File: config.mk
export PLATFORM = sky130hd
export DESIGN_NAME = uart_rx
export DESIGN_NICKNAME = d
export VERILOG_FILES = /design/src/rtl/uart_pkg.sv /design/src/rtl/uart_baud_tick.sv /design/src/rtl/uart_rx.sv
export VERILOG_INCLUDE_DIRS = /design/src /design/src/rtl
export SDC_FILE = /design/constraint.sdc
export NUM_CORES = 1
export LEC_CHECK = 0
export BUFFER_PORTS_ARGS = -buffer_cell sky130_fd_sc_hd__buf_4
export CORE_ASPECT_RATIO = 1.75
export CORE_MARGIN = 1.5
export CORE_UTILIZATION = 53
export DETAILED_ROUTE_END_ITERATION = 16
export PLACE_DENSITY = 0.74
export SLEW_MARGIN = 20
export SYNTH_ARGS = -nofsm -noshare
export SYNTH_HDL_FRONTEND = slang
export SYNTH_HIERARCHICAL = 1
export SYNTH_SLANG_ARGS = --single-unit
export TNS_END_PERCENT = 5
File: constraint.sdc
create_clock -name clk -period 1.8 [get_ports clk]
set_input_delay 0.36 -clock clk [delete_from_list [all_inputs] [get_ports clk]]
set_output_delay 0.36 -clock clk [all_outputs]
set_load 0.01 [all_outputs]
File: src/rtl/UART_parameters.sv
// Board-level UART timing defaults shared by the receiver and transmitter.
// Override by defining these macros before this file is read.
`ifndef UART_PARAMETERS_SV
`define UART_PARAMETERS_SV

`ifndef CLOCK_FREQ_p
`define CLOCK_FREQ_p 100_000_000
`endif

`ifndef BAUD_RATE_p
`define BAUD_RATE_p 115200
`endif

`endif

File: src/rtl/uart_pkg.sv
// Shared UART definitions: receiver state encoding and the sample-tick divider calculation.
package uart_pkg;

    typedef enum logic [2:0] {
        ST_IDLE      = 3'd0,
        ST_START     = 3'd1,
        ST_DATA      = 3'd2,
        ST_PARITY    = 3'd3,
        ST_STOP      = 3'd4,
        ST_WAIT_IDLE = 3'd5
    } rx_state_e;

    // Clocks per oversample tick, truncated toward zero.
    function automatic int calc_div(input int clock_freq, input int baud_rate, input int oversample);
        return clock_freq / (baud_rate * oversample);
    endfunction

endpackage

File: src/rtl/uart_baud_tick.sv
// Oversample tick generator: one-cycle tick every DIV clocks, held in phase zero while clear is high.
module uart_baud_tick #(
    parameter int DIV = 1
) (
    input  logic clk,
    input  logic rst_n,
    input  logic clear,
    output logic tick
);

    localparam int            CW       = (DIV > 1) ? $clog2(DIV) : 1;
    localparam logic [CW-1:0] CNT_LAST = CW'(DIV - 1);

    if (DIV < 1) begin : g_div_check
        $error("uart_baud_tick: DIV must be at least 1");
    end

    logic [CW-1:0] cnt_q;

    always_ff @(posedge clk or negedge rst_n) begin
        if (!rst_n) begin
            cnt_q <= '0;
        end else if (clear || (cnt_q == CNT_LAST)) begin
            cnt_q <= '0;
        end else begin
            cnt_q <= cnt_q + CW'(1);
        end
    end

    // Combinational so the first tick lands exactly DIV clocks after clear drops.
    assign tick = !clear && (cnt_q == CNT_LAST);

endmodule

File: src/rtl/uart_rx.sv
// Oversampling UART receiver with majority-vote bit decisions, optional parity,
// and a valid/ready output holding register with overrun detection.
`include "UART_parameters.sv"

module uart_rx
    import uart_pkg::*;
#(
    parameter int CLOCK_FREQ = `CLOCK_FREQ_p,
    parameter int BAUD_RATE  = `BAUD_RATE_p,
    parameter int OVERSAMPLE = 16,
    parameter int DATA_BITS  = 8,
    parameter int PARITY_EN  = 0,
    parameter int PARITY_ODD = 0
) (
    input  logic                 clk,
    input  logic                 rst_n,
    input  logic                 rx,
    output logic [DATA_BITS-1:0] rx_data,
    output logic                 rx_valid,
    input  logic                 rx_ready,
    output logic                 frame_err,
    output logic                 parity_err,
    output logic                 overrun
);

    localparam int DIV = calc_div(CLOCK_FREQ, BAUD_RATE, OVERSAMPLE);
    localparam int SW  = $clog2(OVERSAMPLE);
    localparam int BW  = $clog2(DATA_BITS);

    localparam logic [SW-1:0] S_VOTE0  = SW'(OVERSAMPLE / 2 - 1);
    localparam logic [SW-1:0] S_VOTE1  = SW'(OVERSAMPLE / 2);
    localparam logic [SW-1:0] S_DECIDE = SW'(OVERSAMPLE / 2 + 1);
    localparam logic [SW-1:0] S_LAST   = SW'(OVERSAMPLE - 1);
    localparam logic [BW-1:0] B_LAST   = BW'(DATA_BITS - 1);

    if (DIV < 1) begin : g_div_check
        $error("uart_rx: CLOCK_FREQ/(BAUD_RATE*OVERSAMPLE) must be at least 1");
    end
    if ((OVERSAMPLE < 8) || ((OVERSAMPLE % 2) != 0)) begin : g_os_check
        $error("uart_rx: OVERSAMPLE must be even and at least 8");
    end
    if ((DATA_BITS < 5) || (DATA_BITS > 9)) begin : g_bits_check
        $error("uart_rx: DATA_BITS must be in 5..9");
    end

    logic                 sync1_q;
    logic                 sync2_q;
    logic                 prev_q;
    rx_state_e            state_q;
    logic [SW-1:0]        samp_q;
    logic [BW-1:0]        bitcnt_q;
    logic [1:0]           vote_q;
    logic [DATA_BITS-1:0] shift_q;
    logic                 par_bad_q;
    logic [DATA_BITS-1:0] rx_data_q;
    logic                 rx_valid_q;
    logic                 frame_err_q;
    logic                 parity_err_q;
    logic                 overrun_q;

    logic tick;
    logic tick_clear;
    logic start_edge;
    logic maj_bit;
    logic par_exp;
    logic accept;

    // Two-flop synchronizer plus one history flop for falling-edge detection.
    always_ff @(posedge clk or negedge rst_n) begin
        if (!rst_n) begin
            sync1_q <= 1'b1;
            sync2_q <= 1'b1;
            prev_q  <= 1'b1;
        end else begin
            sync1_q <= rx;
            sync2_q <= sync1_q;
            prev_q  <= sync2_q;
        end
    end

    assign tick_clear = (state_q == ST_IDLE);

    uart_baud_tick #(
        .DIV (DIV)
    ) u_tick (
        .clk   (clk),
        .rst_n (rst_n),
        .clear (tick_clear),
        .tick  (tick)
    );

    assign start_edge = prev_q & ~sync2_q;
    // Third vote is the live sample at the decision tick.
    assign maj_bit    = (vote_q[0] & vote_q[1]) | (vote_q[0] & sync2_q) | (vote_q[1] & sync2_q);
    assign par_exp    = (^shift_q) ^ (PARITY_ODD != 0);
    assign accept     = rx_valid_q & rx_ready;

    always_ff @(posedge clk or negedge rst_n) begin
        if (!rst_n) begin
            state_q      <= ST_IDLE;
            samp_q       <= '0;
            bitcnt_q     <= '0;
            vote_q       <= '0;
            shift_q      <= '0;
            par_bad_q    <= 1'b0;
            rx_data_q    <= '0;
            rx_valid_q   <= 1'b0;
            frame_err_q  <= 1'b0;
            parity_err_q <= 1'b0;
            overrun_q    <= 1'b0;
        end else begin
            frame_err_q  <= 1'b0;
            parity_err_q <= 1'b0;
            overrun_q    <= 1'b0;
            if (accept) begin
                rx_valid_q <= 1'b0;
            end

            case (state_q)
                ST_IDLE: begin
                    samp_q    <= '0;
                    bitcnt_q  <= '0;
                    par_bad_q <= 1'b0;
                    if (start_edge) begin
                        state_q <= ST_START;
                    end
                end

                ST_START, ST_DATA, ST_PARITY, ST_STOP: begin
                    if (tick) begin
                        samp_q <= (samp_q == S_LAST) ? '0 : samp_q + SW'(1);
                        if (samp_q == S_VOTE0) begin
                            vote_q[0] <= sync2_q;
                        end
                        if (samp_q == S_VOTE1) begin
                            vote_q[1] <= sync2_q;
                        end

                        if (samp_q == S_DECIDE) begin
                            case (state_q)
                                ST_START: begin
                                    if (maj_bit) begin
                                        state_q <= ST_IDLE;
                                    end
                                end
                                ST_DATA: begin
                                    shift_q <= {maj_bit, shift_q[DATA_BITS-1:1]};
                                end
                                ST_PARITY: begin
                                    par_bad_q <= (maj_bit != par_exp);
                                end
                                ST_STOP: begin
                                    // Stop is resolved mid-bit so the next start edge is never missed.
                                    if (!maj_bit) begin
                                        frame_err_q <= 1'b1;
                                        state_q     <= ST_WAIT_IDLE;
                                    end else begin
                                        state_q <= ST_IDLE;
                                        if (par_bad_q) begin
                                            parity_err_q <= 1'b1;
                                        end else if (rx_valid_q && !rx_ready) begin
                                            overrun_q <= 1'b1;
                                        end else begin
                                            rx_data_q  <= shift_q;
                                            rx_valid_q <= 1'b1;
                                        end
                                    end
                                end
                                default: begin
                                end
                            endcase
                        end

                        if (samp_q == S_LAST) begin
                            case (state_q)
                                ST_START: begin
                                    state_q <= ST_DATA;
                                end
                                ST_DATA: begin
                                    if (bitcnt_q == B_LAST) begin
                                        bitcnt_q <= '0;
                                        state_q  <= (PARITY_EN != 0) ? ST_PARITY : ST_STOP;
                                    end else begin
                                        bitcnt_q <= bitcnt_q + BW'(1);
                                    end
                                end
                                ST_PARITY: begin
                                    state_q <= ST_STOP;
                                end
                                default: begin
                                end
                            endcase
                        end
                    end
                end

                ST_WAIT_IDLE: begin
                    if (sync2_q) begin
                        state_q <= ST_IDLE;
                    end
                end

                default: begin
                    state_q <= ST_IDLE;
                end
            endcase
        end
    end

    assign rx_data    = rx_data_q;
    assign rx_valid   = rx_valid_q;
    assign frame_err  = frame_err_q;
    assign parity_err = parity_err_q;
    assign overrun    = overrun_q;

endmodule

# == Word level (Yosys, flattened, before mapping) ==
# Cells that the tools add are included.
# Widths: inputs -> output; s select.
# op_classes
add_sub_neg,3
n_eq_ne,19
muxes,50
bitwise_logic,10
reduce_logical,17
# op_table
operator,count
$mux 3,12
$mux 1,29
$pmux 3 s3,2
$ne 2x2->1 const B,7
$eq 4x4->1 const B,3
$pmux 3 s2,2
$reduce_and 4->1,3
$eq 3x3->1 const B,3
$reduce_and 3->1,3
$mux 4,2
$pmux 4 s2,1
$reduce_xor 8->1,1
$reduce_and 7->1,1
$add 6x1->6 const B,1
$eq 3x2->1 const B,2
$eq 6x6->1 const B,1
$mux 6,1
$and 1x1->1,5
$add 4x1->4 const B,1
$eq 4x3->1 const B,1
$reduce_or 4->1,1
$add 3x1->3 const B,1
$eq 3x1->1 const B,1
$logic_not 3->1,1
9 further kinds,14
# totals
reg_bits,42
in_bits,4
out_inout_bits,12
word_cells,115

# == Depth between registers and ports, before layout ==
# Gate-level depths: netlist of the first run.
# depth
depth_word,11
depth_mapped,9
depth_no_buf,8

# == Cells and area by module ==
# Netlist of the first run, hierarchy kept.
# by_module_without_submodules
module,n_inst,cells_per_inst,area_each_um2,seq_area_each_um2
uart_rx,1,155,1834.3,904.6
uart_baud_tick,1,27,290.3,150.1

# == Least setup slack after synthesis of the first run ==
# Ideal clock, no wire load.
# synth_timing
path_kind,reg-to-reg
from,register state_q[2]
to,register state_q[0]
setup_ns,0.079
arrival_ns,1.846
required_time_ns,1.721
path_slack_ns,-0.126
stages_incl_launch_ff,10
path_buffers,2
period_less_slack_ns,1.926
cell_sequence,dfrtp_1 > buf_6 > or3_1 > inv_1 > nor2_1 > buf_2 > or3_1 > o221ai_1 > o221ai_1 > a2bb2oi_1
# synth_between
word_cells_on_any_way,20
cone_classes,eq/ne: 8; mux: 7; reduce/logical: 5
# synth_rtl
item,line_no,text
"start, declared",uart_rx.sv:49,rx_state_e state_q;
"start signal, assigned",uart_rx.sv:182,state_q <= (PARITY_EN != 0) ? ST_PARITY : ST_STOP;
$logic_not 3->1,uart_rx.sv:81,assign tick_clear = (state_q == ST_IDLE);
net tick_clear,uart_rx.sv:62,logic tick_clear;
$logic_not 1->1,uart_baud_tick.sv:31,assign tick = !clear && (cnt_q == CNT_LAST);
$logic_and 1x1->1,uart_baud_tick.sv:31,
net tick,uart_rx.sv:61,logic tick;
$ne 2x2->1 (no line),--,
$reduce_and 3->1 (no line),--,
# The timed path passes the listed nets, and every way through them passes these cells. The select of a mux whose other input is x is not followed.
# A chain may end at the register's enable or synchronous reset.

# == Final worst setup path of the first run ==
# layout_timing
from,register u_tick.cnt_q[1]
to,register bitcnt_q[0]
# layout_between
elab_chain_cells,4
# layout_rtl
item,line_no,text
"start, declared",uart_baud_tick.sv:18,logic [CW-1:0] cnt_q;
"start signal, assigned",uart_baud_tick.sv:26,cnt_q <= cnt_q + CW'(1);
$eq 6x6->1,uart_baud_tick.sv:31,
$logic_and 1x1->1,uart_baud_tick.sv:31,
net tick,uart_rx.sv:61,
$ne 2x2->1 (no line),--,
$reduce_and 4->1 (no line),--,
"end signal, assigned",uart_rx.sv:184,bitcnt_q <= bitcnt_q + BW'(1);
"end, declared",uart_rx.sv:51,logic [BW-1:0] bitcnt_q;
# The timed path passes the listed nets, and every way through them passes these cells.

==> results of run 1 <==
==> what timing repair did <==
item,4_1_cts,5_1_grt
buffers inserted,1,0
setup endpoints to repair,22,29
gates resized for setup,9,5
pin swaps,6,3
==> layout by cell type (no fill, tap or decap), types with 4 or more instances in the layout <==
| cell | count |
|---|---|
| sky130_fd_sc_hd__clkbuf_8 | 6 |
| sky130_fd_sc_hd__ha_1 | 6 |
| sky130_fd_sc_hd__o21ai_0 | 5 |
| sky130_fd_sc_hd__inv_1 | 5 |
| sky130_fd_sc_hd__nand4_1 | 4 |
| sky130_fd_sc_hd__mux2_2 | 18 |
| sky130_fd_sc_hd__nor2_1 | 11 |
| sky130_fd_sc_hd__xnor2_1 | 7 |
| sky130_fd_sc_hd__buf_4 | 45 |
| sky130_fd_sc_hd__nand2_1 | 9 |
| sky130_fd_sc_hd__dfrtp_1 | 39 |
| sky130_fd_sc_hd__nand3_1 | 4 |
==> layer usage <==
metal / track usage [%] / vias up / part of all wire (%) / routed length [um]
met2: 41.4 / 27 / 58 / 2590
met1: 24.8 / 796 / 38 / 1680
met4: 10.1 / 0 / 1.9 / 85
met5: 0 / - / 0 / 0
li1: - / 753 / - / -
met3: 3.97 / 7 / 2.4 / 108
==> worst max-delay path by stage <==
stage	from	end	slack [ps]
2_1_floorplan	samp_q[1]$_DFFE_PN0P_	rx_data[0]$_DFFE_PN0P_	-40
3_3_place_gp	samp_q[1]$_DFFE_PN0P_	rx_data[3]$_DFFE_PN0P_	-130
3_5_place_dp	u_tick/cnt_q[1]$_DFF_PN0_	bitcnt_q[0]$_DFFE_PN0P_	-150
4_1_cts	u_tick/cnt_q[1]$_DFF_PN0_	bitcnt_q[0]$_DFFE_PN0P_	-160
5_1_grt	u_tick/cnt_q[1]$_DFF_PN0_	bitcnt_q[0]$_DFFE_PN0P_	-260
6_report	u_tick/cnt_q[1]$_DFF_PN0_	bitcnt_q[0]$_DFFE_PN0P_	-140
==> state kept, by name (all words and copies together) (netlist names), 2 cells and up <==
signal / count
u_tick/cnt_q: 6
samp_q: 4
rx_data: 8
vote_q: 2
bitcnt_q: 3
shift_q: 8
state_q: 3
==> cell families (layout without fill, tap and decap cells) <==
kind of cell,count (synthesis),after routing,synth area share [%]
flip-flops,42,42,49.6
buffers and inverters,16,62,4.12
adder cells (fa/ha/maj),9,9,5.06
XOR/XNOR,11,11,5.18
multiplexers,19,19,10.0
AND/OR/NAND/NOR,54,54,15.1
AO/OA/AOI/OAI,31,31,10.9
==> layout make-up <==
type	instances	area share (%)
clock buffers	6	3.14
clock inverters	2	0.475
inverters	7	1.09
multi-input cells	124	39.3
flip-flops and latches	42	40.0
well taps	48	2.28
repair buffers	47	13.7
==> worst max-delay path: cells and delay by family (launching register included) <==
family / cells / cell delay (ps)
simple gates: 4 / 970
flops: 1 / 380
mux: 1 / 160
fa+ha+maj: 1 / 150
buf+inv: 2 / 200
==> through the flow <==
stage	util [%]	cell area (sq um)	worst slack (ps)	cells	setup TNS (ps)
after floorplan	-	2140	-39.5	182	-370
after global placement	64.2	2480	-128	267	-1110
after detailed placement	64.2	2480	-155	267	-2050
after CTS	67.8	2620	-158	276	-1460
after global routing	68.1	2630	-261	276	-3760
final	68.1	2630	-140	276	-1150
==> power by group <==
group / switching (mW) / internal (mW) / leakage (nW)
sequential: 0.0538 / 1.03 / 0.559
clock: 0.310 / 0.308 / 0.0472
combinational: 0.230 / 0.221 / 0.621
==> results.sh, run 1 <==
export IMPL_result_of_the_run="finished, violations left"
export IMPL_failing_checks="negative setup slack"
export IMPL_cts_buffers_inserted=5
export IMPL_power_total_mw=2.16
export IMPL_area_growth_synth_to_final_pct=24.0
export IMPL_critPathMostFrequentCell="sky130_fd_sc_hd__nand4_1"
export IMPL_powerDensity_nw_per_um2=819
export IMPL_wl_per_cell_um=16.2
export IMPL_hold_path_class="in -> async"
export IMPL_fin_crit_sh_pct=108
export IMPL_timing_critical_path_to_type="flip-flop"
export IMPL_die_width_um=50.9
export IMPL_die_area_sq_um=4410
export IMPL_timing_slew_headroom_pct=65.4
export IMPL_final_layout_net_count=238
export IMPL_path_cells="inv_1, ha_1, nand4_1, nor2_4, buf_4, nand4_1, or4_1, mux2i_1"
export IMPL_postRouteAntennaNets=0
export IMPL_hold_worst_slack_ps=31.2
export IMPL_final_hold_vios=0
export IMPL_cts_hold_buf=0
export IMPL_die_h_um=86.8
export IMPL_worst_ep_required_time_ps=2010
export IMPL_netlist_instances=182
export IMPL_cts_buffer_depth=2
export IMPL_clock_latency_ps=290
export IMPL_max_slew_worst_pin_slew_ps=519
export IMPL_synth_most_common_cell="sky130_fd_sc_hd__dfrtp_1"
export IMPL_timing_final_setup_violations=22
export IMPL_cts_tree="yes"
export IMPL_crit_reg2reg_capture="bitcnt_q[0]$_DFFE_PN0P_"
export IMPL_worst_r2r_cell_count=8
export IMPL_crit_fanout=5
export IMPL_ys_flop_type="sky130_fd_sc_hd__dfrtp_1"
export IMPL_clk_slew_on_worst_s_h_paths_ps=80
export IMPL_critical_path_slowest_cell="sky130_fd_sc_hd__or4_1"
export IMPL_ys_async_sr_fraction_pct=100
export IMPL_grt_antenna_before_repair=0
export IMPL_syn_avg_cell_area_sq_um=11.7
export IMPL_first_pass_grt_wire_length_mm=7.45
export IMPL_multiInputGateArea_sq_um=1030
export IMPL_drt_first_iter_violations=34
export IMPL_synthTopCellsByArea="sky130_fd_sc_hd__dfrtp_1 (46%), sky130_fd_sc_hd__mux2_2 (9.5%), sky130_fd_sc_hd__ha_1 (4.1%), sky130_fd_sc_hd__dfstp_2 (3.7%), sky130_fd_sc_hd__xnor2_1 (2.9%)"
export IMPL_pin_count=16
export IMPL_r2r_start="u_tick/cnt_q[1]$_DFF_PN0_"
export IMPL_final_layout_size_suffix_gt1_share_pct=42.1
export IMPL_finalWirelength_mm=4.46
export IMPL_peakVddDrop_mv=0.800
export IMPL_final_setup_skew_ps=8.78
export IMPL_critical_path_max_stage_delay_ps=520
export IMPL_yosys_warnings=6
export IMPL_place_detailed_hpwl_mm=3.16
export IMPL_synth_seq_area_share_pct=49.6
export IMPL_synth_enable_flop_cells=0
export IMPL_globalRouteTotalUtil_pct=22.6
export IMPL_synth_common_cells="sky130_fd_sc_hd__dfrtp_1 (39), sky130_fd_sc_hd__mux2_2 (18), sky130_fd_sc_hd__nor2_1 (13)"
export IMPL_detail_route_first_pass_iterations=4
export IMPL_io_buffers=15
export IMPL_core_rowCount=30
export IMPL_clock_sinks=42
export IMPL_final_min_clock_period_ps=1940
export IMPL_worst_setup_path_type="reg -> reg"
export IMPL_yosys_area_top_type_share_pct=45.9
export IMPL_final_critical_path_setup_slack_ps=-140
export IMPL_pin_count_of_the_biggest_net_entering_global_routing=43
export IMPL_maxCapViolations=0
export IMPL_design_core_area_sq_um=3870
export IMPL_timing_critical_path_from_type="flip-flop"
export IMPL_leakagePower_nw=1.23
export IMPL_register_bit_total_from_synthesis=42
export IMPL_vias_in_the_first_global_route=1636
export IMPL_fmax_ghz=0.515
export IMPL_netlist_cell_type_count=50
export IMPL_vias=1583
export IMPL_rsz0062_at_grt="yes"
export IMPL_root_buffer="sky130_fd_sc_hd__clkbuf_8"
export IMPL_synthesis_area_sq_um=2120
export IMPL_cts_htree_levels=2
export IMPL_layout_filler_cells=301
export IMPL_post_drt_via_cell_ratio=5.74
export IMPL_timing_reg2reg_setup_slack_ps=-140
export IMPL_layout_area_seq_sq_um=1050
export IMPL_synth_top_cell_by_area="sky130_fd_sc_hd__dfrtp_1"
export IMPL_drc=0
export IMPL_insertedDiodeCount=0
export IMPL_drv_slew=0
export IMPL_mappedNetlistNets=193
export IMPL_initial_core_util_pct=55.0
export IMPL_weighted_congestion_reported_at_the_end_of_routability_driven_placement=0.885
export IMPL_grt_ovfl_total=0
export IMPL_timing_critical_path_arrival_ps=2150
Note: power is estimated with default switching activity, not from simulation.
==> run 2: changes to the inputs <==
Settings changed: SYNTH_HIERARCHICAL 1 to default.
==> results.sh, run 2 <==
export IMPL_final_layout_size_suffix_gt1_share_pct=41.2
export IMPL_timing_final_setup_violations=1
export IMPL_final_instance_area_sq_um=2670
export IMPL_io_buffers=15
export IMPL_syn_avg_cell_area_sq_um=11.8
export IMPL_fin_crit_sh_pct=101
export IMPL_pin_count=16
export IMPL_place_area_sq_um=2410
export IMPL_final_hold_vios=0
export IMPL_worst_setup_path_type="reg -> reg"
export IMPL_final_layout_net_count=231
export IMPL_worst_ep_required_time_ps=1990
export IMPL_post_drt_via_cell_ratio=6.02
export IMPL_weighted_congestion_reported_at_the_end_of_routability_driven_placement=1.04
export IMPL_crit_fanout=3
export IMPL_peakVddDrop_mv=0.993
export IMPL_register_bit_total_from_synthesis=42
export IMPL_mappedNetlistNets=190
export IMPL_critPathLaunch="u_tick.cnt_q[1]$_DFF_PN0_"
export IMPL_wl_per_cell_um=17.8
export IMPL_cts_buffers_inserted=5
export IMPL_globalRouteTotalUtil_pct=24.2
export IMPL_vias_in_the_first_global_route=1654
export IMPL_failing_checks="negative setup slack"
export IMPL_timing_critical_path_to_type="flip-flop"
export IMPL_area_growth_synth_to_final_pct=26.4
export IMPL_yosys_warnings=0
export IMPL_power_total_mw=2.32
export IMPL_final_cell_mix="sky130_fd_sc_hd__buf_4 (40), sky130_fd_sc_hd__dfrtp_1 (38), sky130_fd_sc_hd__nor2_1 (13)"
export IMPL_vias=1620
export IMPL_drt_first_iter_violations=53
export IMPL_die_width_um=50.7
export IMPL_ys_flop_type="sky130_fd_sc_hd__dfrtp_1"
export IMPL_drc=0
export IMPL_timing_slew_headroom_pct=64.5
export IMPL_timing_critical_path_arrival_ps=2010
export IMPL_final_critical_path_setup_slack_ps=-26.8
export IMPL_detail_route_first_pass_iterations=4
export IMPL_dp_worst_setup_slack_ps=-87.4
export IMPL_insertedDiodeCount=0
export IMPL_finalWirelength_mm=4.79
export IMPL_clk_slew_on_worst_s_h_paths_ps=80
export IMPL_root_buffer="sky130_fd_sc_hd__clkbuf_8"
export IMPL_powerDensity_nw_per_um2=869
export IMPL_drv_slew=0
export IMPL_utilization_pct=69.1
export IMPL_first_pass_grt_wire_length_mm=7.98
export IMPL_rsz0062_at_grt="yes"
export IMPL_clock_sinks=42
export IMPL_yosys_area_top_type_share_pct=46.2
export IMPL_synth_enable_flop_cells=0
export IMPL_max_slew_worst_pin_slew_ps=533
export IMPL_grt_ovfl_total=0
export IMPL_grt_antenna_before_repair=0
export IMPL_pin_count_of_the_biggest_net_entering_global_routing=43
export IMPL_r2r_start="u_tick.cnt_q[1]$_DFF_PN0_"
export IMPL_clock_latency_ps=300
export IMPL_synth_common_cells="sky130_fd_sc_hd__dfrtp_1 (39), sky130_fd_sc_hd__mux2_2 (18), sky130_fd_sc_hd__nor2_1 (14)"
export IMPL_worst_r2r_cell_count=6
export IMPL_synth_seq_area_share_pct=49.9
export IMPL_final_min_clock_period_ps=1830
export IMPL_postRouteAntennaNets=0
export IMPL_timing_critical_path_from_type="flip-flop"
export IMPL_die_area_sq_um=4390
export IMPL_maxCapViolations=0
export IMPL_cts_htree_levels=2
export IMPL_synth_most_common_cell="sky130_fd_sc_hd__dfrtp_1"
export IMPL_netlist_cell_type_count=52
export IMPL_die_h_um=86.5
export IMPL_result_of_the_run="finished, violations left"
export IMPL_cts_buffer_depth=2
export IMPL_hold_path_class="in -> async"
export IMPL_leakagePower_nw=1.24
export IMPL_initial_core_util_pct=54.7
export IMPL_cts_tree="yes"
export IMPL_hold_worst_slack_ps=43.7
export IMPL_design_core_area_sq_um=3870
export IMPL_synthesis_area_sq_um=2110
export IMPL_fmax_ghz=0.547
export IMPL_synth_top_cell_by_area="sky130_fd_sc_hd__dfrtp_1"
export IMPL_cts_hold_buf=0
export IMPL_ys_async_sr_fraction_pct=100
export IMPL_final_common_cell="sky130_fd_sc_hd__buf_4"
export IMPL_final_setup_skew_ps=8.46
export IMPL_crit_reg2reg_capture="vote_q[1]$_DFFE_PN0P_"
export IMPL_place_detailed_hpwl_mm=3.22
export IMPL_netlist_instances=179
export IMPL_synthTopCellsByArea="sky130_fd_sc_hd__dfrtp_1 (46%), sky130_fd_sc_hd__mux2_2 (9.6%), sky130_fd_sc_hd__ha_1 (4.1%), sky130_fd_sc_hd__xnor2_1 (4.1%), sky130_fd_sc_hd__dfstp_2 (3.7%)"
export IMPL_timing_reg2reg_setup_slack_ps=-30
export IMPL_core_rowCount=30
-- run 2: power breakdown --
part	internal [mW]	total [mW]	switching [mW]
clock	0.415	0.725	0.311
combinational	0.218	0.485	0.267
sequential	1.03	1.11	0.0780
total	1.66	2.32	0.656
-- run 2: area by class of cell --
class / instances / area (sq um)
Timing Repair Buffer: 41 / 320
Multi-Input combinational cell: 123 / 1100
Fill cell: 276 / 1190
Inverter: 7 / 26.3
Clock buffer: 7 / 76.3
Clock inverter: 1 / 30.0
Sequential cell: 42 / 1060
Tap cell: 48 / 60.1
-- run 2: cell families (layout without fill, tap and decap cells) --
kind of cell | Yosys count | count (layout) | share of synthesized area, %
compound gates | 34 | 34 | 11.6
fa+ha+maj | 9 | 9 | 5.15
mux | 18 | 18 | 9.59
flops | 42 | 42 | 49.9
xor+xnor | 12 | 12 | 5.62
simple gates | 50 | 50 | 15.4
buf+inv | 14 | 56 | 2.72
-- run 2: worst max path at each step --
stage                                         end  slack [ps]  cells after the start
after floorplan            shift_q[0]$_DFFE_PN0P_          40                      6
after global placement     shift_q[2]$_DFFE_PN0P_           4                      6
after detailed placement   shift_q[5]$_DFFE_PN0P_         -90                      6
after CTS                  shift_q[5]$_DFFE_PN0P_         -20                      7
after global routing      bitcnt_q[2]$_DFFE_PN0P_         -70                      8
final                       vote_q[1]$_DFFE_PN0P_         -30                      6
-- run 2: what timing repair did --
item	CTS	global route
setup buffers	2	3
pin swaps	2	3
resized for setup	4	20
endpoints found under the setup margin	12	16
-- run 2: worst max-delay path: stages (launching register included) --
cell	delay, ps
sky130_fd_sc_hd__dfrtp_1	390
sky130_fd_sc_hd__inv_1	70
sky130_fd_sc_hd__ha_2	180
sky130_fd_sc_hd__nand4_1	160
sky130_fd_sc_hd__nor4b_2	410
sky130_fd_sc_hd__nand4b_1	200
sky130_fd_sc_hd__mux2_2	320
-- run 2: layer usage --
metal,part of all wire (%),global-route usage [%],vias to the layer above
met4,3.7,10.1,0
met5,0,0,-
met1,40,28.6,818
li1,-,-,735
met3,2.7,4.14,19
met2,53,42.8,48
-- run 2: metrics by stage --
stage	std cells	TNS [ps]
2_1_floorplan	179	0
3_3_place_gp	256	0
3_5_place_dp	256	-625
4_1_cts	266	-78.0
5_1_grt	269	-590
6_report	269	-26.8
==> run 3: changes to the inputs <==
Settings changed: CELL_PAD_IN_SITES_DETAIL_PLACEMENT from default to 0, CELL_PAD_IN_SITES_GLOBAL_PLACEMENT from default to 1, CORE_UTILIZATION 53 to 43, PLACE_DENSITY 0.74 to default, PLACE_DENSITY_LB_ADDON from default to 0.1.
==> results.sh, run 3 (synthesized netlist as in run 2, its figures left out) <==
export IMPL_result_of_the_run="finished clean"
export IMPL_die_width_um=56.0
export IMPL_grt_ovfl_total=0
export IMPL_pin_count_of_the_biggest_net_entering_global_routing=43
export IMPL_fin_crit_sh_pct=98.2
export IMPL_initial_core_util_pct=44.9
export IMPL_worst_setup_path_type="reg -> reg"
export IMPL_rsz0062_at_grt="yes"
export IMPL_design_core_area_sq_um=4710
export IMPL_critPathMostFrequentCell="sky130_fd_sc_hd__buf_4"
export IMPL_worst_ep_required_time_ps=1990
export IMPL_post_drt_via_cell_ratio=5.68
export IMPL_layout_filler_cells=435
export IMPL_leakagePower_nw=1.21
export IMPL_critPathLaunch="u_tick.cnt_q[0]$_DFF_PN0_"
export IMPL_drc=0
export IMPL_vias_in_the_first_global_route=1656
export IMPL_fmax_ghz=0.566
export IMPL_timing_reg2reg_setup_slack_ps=30
export IMPL_vias=1545
export IMPL_clock_latency_ps=300
export IMPL_globalRouteTotalUtil_pct=19.9
export IMPL_r2r_start="u_tick.cnt_q[0]$_DFF_PN0_"
export IMPL_pin_count=16
export IMPL_dp_worst_setup_slack_ps=10.8
export IMPL_final_critical_path_setup_slack_ps=32.0
export IMPL_maxCapViolations=0
export IMPL_drv_slew=0
export IMPL_cts_htree_levels=2
export IMPL_hold_path_class="in -> async"
export IMPL_place_detailed_hpwl_mm=3.58
export IMPL_crit_fanout=6
export IMPL_clock_sinks=42
export IMPL_cts_buffer_depth=2
export IMPL_peakVddDrop_mv=0.718
export IMPL_area_growth_synth_to_final_pct=23.0
export IMPL_utilization_pct=55.2
export IMPL_detail_route_first_pass_iterations=4
export IMPL_weighted_congestion_reported_at_the_end_of_routability_driven_placement=0.867
export IMPL_postRouteAntennaNets=0
export IMPL_die_h_um=95.7
export IMPL_power_total_mw=2.18
export IMPL_final_layout_net_count=230
export IMPL_final_layout_size_suffix_gt1_share_pct=40.0
export IMPL_timing_critical_path_to_type="flip-flop"
export IMPL_clk_slew_on_worst_s_h_paths_ps=80
export IMPL_root_buffer="sky130_fd_sc_hd__clkbuf_8"
export IMPL_setup_worst_path_end="samp_q[2]$_DFFE_PN0P_"
export IMPL_path_cells="ha_1, nand4_1, buf_4, nor2_1, buf_4, a31o_2, a221oi_1"
export IMPL_finalWirelength_mm=4.84
export IMPL_final_hold_vios=0
export IMPL_timing_critical_path_from_type="flip-flop"
export IMPL_grt_antenna_before_repair=0
export IMPL_first_pass_grt_wire_length_mm=8.12
export IMPL_cts_buffers_inserted=5
export IMPL_final_common_cell="sky130_fd_sc_hd__buf_4"
export IMPL_insertedDiodeCount=0
export IMPL_timing_final_setup_violations=0
export IMPL_setup_tns_final_ps=0
export IMPL_max_slew_worst_pin_slew_ps=538
export IMPL_cts_tree="yes"
export IMPL_drt_first_iter_violations=52
export IMPL_core_rowCount=33
export IMPL_crit_reg2reg_capture="samp_q[2]$_DFFE_PN0P_"
export IMPL_powerDensity_nw_per_um2=840
export IMPL_wl_per_cell_um=17.8
export IMPL_die_area_sq_um=5360
export IMPL_final_setup_skew_ps=4.82
export IMPL_critical_path_slowest_cell="sky130_fd_sc_hd__dfrtp_1"
export IMPL_timing_critical_path_arrival_ps=1960
export IMPL_critical_path_max_stage_delay_ps=390
export IMPL_io_buffers=15
export IMPL_final_cell_mix="sky130_fd_sc_hd__buf_4 (39), sky130_fd_sc_hd__dfrtp_1 (38), sky130_fd_sc_hd__mux2_2 (18)"
export IMPL_final_min_clock_period_ps=1770
export IMPL_timing_slew_headroom_pct=64.2
export IMPL_worst_r2r_cell_count=7
[run 3: area by class of cell]
class	instances	area, sq um	share of cell area [%]
clock inverters	2	15.0	0.577
well taps	52	65.1	2.50
repair buffers	40	313	12.0
flip-flops and latches	42	1060	40.6
inverters	7	26.3	1.01
multi-input cells	123	1050	40.5
clock buffers	6	72.6	2.79
[run 3: critical path, delay by kind of cell (launching register included)]
family	cells	cell delay (ps)
compound gates	2	490
flops	1	390
buf+inv	2	330
simple gates	2	240
fa+ha+maj	1	210
[run 3: worst min path at each step]
| stage | endpoint | slack, ps | depth (start not counted) |
|---|---|---|---|
| final | samp_q[2]$_DFFE_PN0P_ | 30 | 1 |
| after global routing | samp_q[2]$_DFFE_PN0P_ | 80 | 1 |
| after CTS | shift_q[4]$_DFFE_PN0P_ | 50 | 1 |
| after detailed placement | sync2_q$_DFF_PN1_ | 360 | 0 |
| after global placement | sync2_q$_DFF_PN1_ | 350 | 0 |
| after floorplan | bitcnt_q[0]$_DFFE_PN0P_ | 60 | 0 |
[run 3: layer usage]
metal  share of wire (%)  GRT usage (%)
met2                  55           37.1
met5                   0              0
met3                 2.3           2.55
met1                  39           21.9
met4                 3.8           10.3
[run 3: per-stage QoR]
step | std cells | hold WS (ps) | area (sq um)
finish | 272 | 34.2 | 2600
global route | 272 | 81.9 | 2600
CTS | 271 | 54.6 | 2540
detailed placement | 262 | 356 | 2440
global placement | 262 | 348 | 2440
floorplan | 179 | 64.4 | 2110
[run 3: power breakdown]
part / internal, mW / switching, mW / total [mW]
clock: 0.273 / 0.336 / 0.609
combinational: 0.211 / 0.252 / 0.463
sequential: 1.03 / 0.0804 / 1.11
[run 3: repair_timing]
item / 4_1_cts / 5_1_grt
cloned: 0 / 0
endpoints found under the setup margin: 7 / 16
hold endpoints to repair: 0 / 0
resized for setup: 0 / 11
buffers inserted: 1 / 1
hold buffers: 0 / 0
pin swaps: 1 / 2
